===== src/rtl/demux_slot.sv =====
// One-entry output register for a single demux channel.
// Loads when the parent asserts load; drains on a valid/ready handshake.
module demux_slot #(
    parameter int unsigned DATA_W = 8
) (
    input  logic              clk,
    input  logic              rst_n,
    input  logic              load,
    input  logic [DATA_W-1:0] load_data,
    output logic              out_valid,
    input  logic              out_ready,
    output logic [DATA_W-1:0] out_data,
    output logic              can_accept
);

    logic              valid_q, valid_d;
    logic [DATA_W-1:0] data_q, data_d;

    // A full slot that is draining this cycle may reload in the same cycle.
    assign can_accept = !valid_q || out_ready;

    always_comb begin
        valid_d = valid_q;
        data_d  = data_q;
        if (load) begin
            valid_d = 1'b1;
            data_d  = load_data;
        end else if (out_ready) begin
            valid_d = 1'b0;
        end
    end

    always_ff @(posedge clk or negedge rst_n) begin
        if (!rst_n) begin
            valid_q <= 1'b0;
            data_q  <= '0;
        end else begin
            valid_q <= valid_d;
            data_q  <= data_d;
        end
    end

    assign out_valid = valid_q;
    assign out_data  = data_q;

endmodule


===== src/rtl/stream_demux_reg.sv =====
// Registered 1-to-N stream demultiplexer with broadcast and a saturating
// counter of beats dropped because their select was out of range.
module stream_demux_reg #(
    parameter  int unsigned DATA_W = 8,
    parameter  int unsigned N_OUT  = 4,
    parameter  int unsigned CNT_W  = 8,
    localparam int unsigned SEL_W  = ($clog2(N_OUT) > 1) ? $clog2(N_OUT) : 1
) (
    input  logic                    clk,
    input  logic                    rst_n,
    input  logic                    in_valid,
    output logic                    in_ready,
    input  logic [DATA_W-1:0]       in_data,
    input  logic [SEL_W-1:0]        in_sel,
    input  logic                    in_bcast,
    output logic [N_OUT-1:0]        out_valid,
    input  logic [N_OUT-1:0]        out_ready,
    output logic [N_OUT*DATA_W-1:0] out_data,
    output logic [CNT_W-1:0]        drop_count
);

    logic [N_OUT-1:0] sel_hit;
    logic [N_OUT-1:0] can_accept;
    logic [N_OUT-1:0] load;
    logic             unicast_hit;
    logic             accept;
    logic             drop;
    logic [CNT_W-1:0] drop_q, drop_d;

    // A unicast select matching no channel is out of range: always accepted, then dropped.
    always_comb begin
        for (int k = 0; k < int'(N_OUT); k++) begin
            sel_hit[k] = !in_bcast && (in_sel == SEL_W'(k));
        end
        unicast_hit = |sel_hit;

        if (in_bcast) begin
            in_ready = &can_accept;
        end else if (unicast_hit) begin
            in_ready = |(sel_hit & can_accept);
        end else begin
            in_ready = 1'b1;
        end

        accept = in_valid && in_ready;
        load   = '0;
        if (accept) begin
            load = in_bcast ? '1 : sel_hit;
        end
        drop = accept && !in_bcast && !unicast_hit;
    end

    always_comb begin
        drop_d = drop_q;
        if (drop && (drop_q != '1)) begin
            drop_d = drop_q + CNT_W'(1);
        end
    end

    always_ff @(posedge clk or negedge rst_n) begin
        if (!rst_n) begin
            drop_q <= '0;
        end else begin
            drop_q <= drop_d;
        end
    end

    assign drop_count = drop_q;

    for (genvar k = 0; k < N_OUT; k++) begin : g_slot
        demux_slot #(
            .DATA_W (DATA_W)
        ) u_slot (
            .clk        (clk),
            .rst_n      (rst_n),
            .load       (load[k]),
            .load_data  (in_data),
            .out_valid  (out_valid[k]),
            .out_ready  (out_ready[k]),
            .out_data   (out_data[k*DATA_W +: DATA_W]),
            .can_accept (can_accept[k])
        );
    end

endmodule


===== config.mk =====
export PLATFORM = sky130hd
export DESIGN_NAME = stream_demux_reg
export DESIGN_NICKNAME = d
export VERILOG_FILES = /design/src/rtl/demux_slot.sv /design/src/rtl/stream_demux_reg.sv
export SDC_FILE = /design/constraint.sdc
export NUM_CORES = 1
export LEC_CHECK = 0
export CELL_PAD_IN_SITES_DETAIL_PLACEMENT = 1
export CELL_PAD_IN_SITES_GLOBAL_PLACEMENT = 1
export CORE_MARGIN = 4
export CORE_UTILIZATION = 32
export CTS_BUF_LIST = sky130_fd_sc_hd__clkbuf_16
export CTS_CLUSTER_SIZE = 10
export DETAILED_ROUTE_END_ITERATION = 10
export HOLD_SLACK_MARGIN = 0.03
export PLACE_DENSITY = 0.82
export SLEW_MARGIN = 30
export SYNTH_ARGS = -nofsm -noshare
export SYNTH_HDL_FRONTEND = slang
export SYNTH_SLANG_ARGS = --single-unit

===== constraint.sdc =====
create_clock -name clk -period 1.5 [get_ports clk]
set_input_delay 0.375 -clock clk [delete_from_list [all_inputs] [get_ports clk]]
set_output_delay 0.375 -clock clk [all_outputs]
set_load 0.01 [all_outputs]

# [Word level (Yosys, flattened, before mapping)]
# Cells that the tools add are included.
[totals] ff_bits=44 output_inout_bits=45 inputBits=18
[op_classes] add_sub_neg=1 bitwise=1 n_eq_ne=4 n_mux=12 n_reduce_logical=26
[op_table] op="2-to-1 mux 1 bit" count=10
[op_table] op="adder 8 x 1 -> 8 bit (second input constant)" count=1
[op_table] op="logical AND 1 bit" count=8
[op_table] op="2-to-1 mux 4 bit" count=2
[op_table] op="inequality test 8 bit (second input constant)" count=1
[op_table] op="nonzero test 2 bit" count=4
[op_table] op="OR reduction 4 bit" count=2
[op_table] op="zero test 1 bit" count=6
[op_table] op="bitwise AND 4 bit" count=1
[op_table] op="equality test 2 bit (second input constant)" count=2
[op_table] op="logical OR 1 bit" count=4
[op_table] op="AND reduction 4 bit" count=1
[op_table] op="equality test 2 x 1 -> 1 bit (second input constant)" count=1
[op_table] op="zero test 2 bit" count=1

# [Longest topological paths before layout]
# Gate-level depths: netlist (run 1).
[logic_depth] ltp_word=10 depth_mapped=5 ltp_nobuf=4

# [Hierarchy]
# A second synthesis (run 1) with hierarchy kept.
[hier_totals] hier_cells=112 area_unflattened_um2=1824.2
[by_module_without_submodules] module="demux_slot" cells_each=20 instances=4 area_each_um2=369.1 seq_area_each_um2=225.2
[by_module_without_submodules] module="stream_demux_reg" cells_each=32 instances=1 area_each_um2=347.8 seq_area_each_um2=200.2

# [Worst setup path after synthesis (run 1)]
# Ideal clock, no wire load.
[synth_path] path_type="input -> register" from="input port out_ready[3]" to="register g_slot[1].u_slot.data_q[0]" required_ns=1.375 setup_ns=0.125 arrival_time_ns=1.442 path_buffers=0 setup_slack_ns=-0.067 stages=4 cell_sequence="nand2b_1 > and4bb_4 > a2bb2oi_4 > mux2_4"
[synth_between] elab_chain_len=7 word_cells_on_any_way=8 classes_between="3 x mux; 1 x bitwise; 4 x reduce/logical"
[synth_rtl] element="start: declaration" line="stream_demux_reg.sv:17" text="input logic [N_OUT-1:0] out_ready,"
[synth_rtl] element="logical OR 1 bit *" line="demux_slot.sv:20" text="assign can_accept = !valid_q || out_ready;"
[synth_rtl] element="bitwise AND 4 bit" line="stream_demux_reg.sv:40" text="in_ready = |(sel_hit & can_accept);"
[synth_rtl] element="OR reduction 4 bit" line="stream_demux_reg.sv:40"
[synth_rtl] element="2-to-1 mux 1 bit" line="stream_demux_reg.sv:39" text="end else if (unicast_hit) begin"
[synth_rtl] element="2-to-1 mux 1 bit *" line="stream_demux_reg.sv:37" text="if (in_bcast) begin"
[synth_rtl] element="logical AND 1 bit *" line="stream_demux_reg.sv:45" text="accept = in_valid && in_ready;"
[synth_rtl] element="2-to-1 mux 4 bit *" line="stream_demux_reg.sv:47" text="if (accept) begin"
[synth_rtl] element="end signal: assignment" line="demux_slot.sv:39" text="data_q <= data_d;"
[synth_rtl] element="end: declaration" line="demux_slot.sv:17" text="logic [DATA_W-1:0] data_q, data_d;"
# Every way passes the cells marked *; elsewhere a longest branch is shown, timed or not.
# A chain may end at the register's enable or synchronous reset.

# [Worst setup path in the final report (run 1)]
[layout_path] from="register g_slot[3].u_slot.valid_q" to="output port in_ready"
[layout_between] elab_chain_len=6 word_cells_on_any_way=7 classes_between="2 x mux; 1 x bitwise; 4 x reduce/logical"
[layout_rtl] element="start: declaration" line="demux_slot.sv:16" text="logic valid_q, valid_d;"
[layout_rtl] element="start signal: assignment" line="demux_slot.sv:38" text="valid_q <= valid_d;"
[layout_rtl] element="zero test 1 bit *" line="demux_slot.sv:20"
[layout_rtl] element="logical OR 1 bit *" line="demux_slot.sv:20"
[layout_rtl] element="bitwise AND 4 bit" line="stream_demux_reg.sv:40"
[layout_rtl] element="OR reduction 4 bit" line="stream_demux_reg.sv:40"
[layout_rtl] element="2-to-1 mux 1 bit" line="stream_demux_reg.sv:39"
[layout_rtl] element="2-to-1 mux 1 bit *" line="stream_demux_reg.sv:37"
[layout_rtl] element="end: declaration" line="stream_demux_reg.sv:12" text="output logic in_ready,"
# Marked as above.

==> results of run 1 <==
-- routing by layer --
layer / global-route usage / wire (um) / vias to the layer above
met5: 0 / 0 / -
met4: 0.0512 / 109 / 0
met3: 0.0494 / 305 / 11
met2: 0.237 / 2360 / 58
met1: 0.177 / 2100 / 617
li1: - / - / 558
-- cells by family (layout without fill, tap and decap cells) --
kind of cell           count (synthesis)  count (layout)  share of synthesized area
AO/OA/AOI/OAI                          8               9                     0.0623
multiplexers                          32              32                      0.230
AND/OR/NAND/NOR                       17              17                     0.0643
buffers and inverters                 14              97                     0.0411
flip-flops                            44              44                      0.602
-- flip-flops by register name, summed over array words and instances (netlist names) --
register                 flops
g_slot.u_slot.out_data      32
drop_count                   8
g_slot.u_slot.out_valid      4
-- metrics by stage --
stage,total power [mW],util
2_1_floorplan,2.34,-
3_3_place_gp,3.16,0.481
3_5_place_dp,3.22,0.481
4_1_cts,4.33,0.519
5_1_grt,4.50,0.524
6_report,4.27,0.524
-- worst paths after layout --
| path | startpoint | slack, ps | to | cells after the start |
|---|---|---|---|---|
| setup / recovery | g_slot[3].u_slot.out_valid | -250 | in_ready | 5 |
| hold / removal | rst_n | 100 | g_slot[3].u_slot.out_data[4] | 2 |
| setup reg to reg | g_slot[2].u_slot.out_valid | -210 | g_slot[0].u_slot.out_data[3] | 7 |
| hold reg to reg | drop_count[5] | 370 | drop_count[5] | 0 |
| max in group asynchronous | rst_n | 1170 | drop_count[6] | 2 |
| min in group clk | drop_count[5] | 370 | drop_count[5] | 0 |
-- Yosys cell counts (all sizes together) --
| library cell | number | share of area |
|---|---|---|
| dfrtp | 44 | 0.60 |
| mux2 | 32 | 0.23 |
| clkbuf | 8 | 0.016 |
| buf | 5 | 0.023 |
| nand2 | 5 | 0.010 |
| nand2b | 5 | 0.017 |
| nor3 | 3 | 0.014 |
| o21ai | 2 | 0.012 |
| a21oi | 1 | 0.0027 |
| a2bb2oi | 1 | 0.014 |
| a311o | 1 | 0.0055 |
| a41oi | 1 | 0.0089 |
| and4bb | 1 | 0.0089 |
| inv | 1 | 0.0021 |
| nand3b | 1 | 0.0041 |
| nor2 | 1 | 0.0021 |
| nor2b | 1 | 0.0075 |
| o21bai | 1 | 0.0041 |
| o2bb2ai | 1 | 0.015 |
-- cell type report --
class                      count  area, um^2
inverter                       1        3.75
fill                         573        2640
clock buffer                   5         125
tap                           72        90.1
multi-input combinational     58         764
timing repair buffer          88         776
sequential                    44        1100
clock inverter                 3        42.5
-- power groups by stage --
stage	Combinational [mW]	Sequential, mW	Clock, mW
5_1_grt	1.47	1.72	1.31
4_1_cts	1.39	1.68	1.26
3_3_place_gp	1.48	1.68	0
3_5_place_dp	1.51	1.71	0
6_report	1.38	1.67	1.22
2_1_floorplan	0.540	1.80	0
-- what timing repair did --
action | in CTS | in global routing
pin swaps | 4 | 3
setup endpoints to repair | 79 | 34
buffers inserted | 2 | 4
gates resized for setup | 75 | 0
gates cloned | 1 | 0
hold buffers | 0 | 0
==> metrics.csv, run 1 <==
metric,value,unit
1st-iter DRT viols,31,
final hold violation count,0,
register area share after synthesis,0.602,
Clk pwr share,0.286,
Logic pwr share,0.323,
"commonest non-fill, non-tap cells in the layout","52 x dlygate4sd2_1, 44 x dfrtp_1, 26 x mux2_4",
initial antenna violation count,0,
die span in x,83.6,um
FMAX,0.573,GHz
CP Capture Type,output pin,
DRT antenna net count,0,
I/O pin cnt,63,
startpoint types,flip-flop,
final setup margin,-246,ps
unrepaired setup endpoints after global routing,true,
Worst EP arrival,1370,ps
Max-slew headroom,0.765,
clock transition at the registers of the reported paths,60,ps
Slew @ Worst Pin,353,ps
Sw Ratio,0.274,
Setup Viol. Count Final,33,
Num CTS Buffers,5,
H-tree depth reported by CTS,2,
DP Cell Count,256,
Netlist cell types,23,
Vias/cell,4.59,
antenna diode instance count,0,
Final min period,1750,ps
Die H,83.6,um
Skew-Pair Late Insertion Delay,280,ps
dpl ws,-988,ps
final non-filler cell total,271,
"wirelength, routed",4870,um
drc violations,0,
crit-path max FO,2,
worst path cell trace,nand2b_4 -> nand2_2 -> a311o_1 -> o21ai_1 -> buf_2,
Buf/Inv on CP,1,
outcome,"complete, but fails checks",
All-Layer GR Usage,0.145,
kind of critical path,flip-flop to output pin,
Final Cell Area,2900,um^2
CTS tree,done,
IO Port Bufs,62,
Int Pwr,3.10,mW
WHS,101,ps
first-pass GRT wire length,7910,um
setup TNS,-4190,ps
Root Driver,clkbuf_16,
"Cell Area, Synth",1830,um^2
clock sink count,44,
final estimated routing congestion in global placement,0.883,
Layout Nets,216,
Reg power frac,0.391,
Initial Utilization,0.330,
DP Area,2670,um^2
Yosys reg bits,44,
core area,5540,um^2
worst clock skew,5.57,ps
slowest cell delay on critical path,400,ps
max-cap violation count,0,
P_leak,1.45,nW
Synthesized Nets,133,
Synth Area per Inst,15.9,um^2
Die Area,6990,um^2
Post-Syn Instances,115,
Via Count,1244,
min-delay worst type,primary input to asynchronous set/reset pin,
Slowest cell on crit path,dfrtp_1,
Crit path max-delay family,flip-flops,
Post-DP HPWL,3460,um
# rows,27,
"most common cell after layout, fill and taps aside",dlygate4sd2_1,
vias in the first global route,1417,
wire per inst,18.0,um
total overflow reported by the global router,0,
layout cells sized above 1,0.407,
Max VDD drop,624,uV
Pre-Repair DR Iteration Count,4,
"Slew Viols, Final",0,
crit share post-route,1.16,
Psw,1.17,mW
largest net degree at the start of global routing,23,
CTS max path bufs,2,
CP required,1120,ps
P&R area growth vs syn,58.8,%
failing checks,negative setup slack,
pwr/cell area,1470,nW/um^2
Yosys warnings,0,
Note: power is estimated with default switching activity, not from simulation.
==> inputs of run 2 (changes only) <==
SLEW_MARGIN = not set   (was 30)
==> results of run 2 <==
The final DEF is identical to that of run 1; final timing and power are the same.
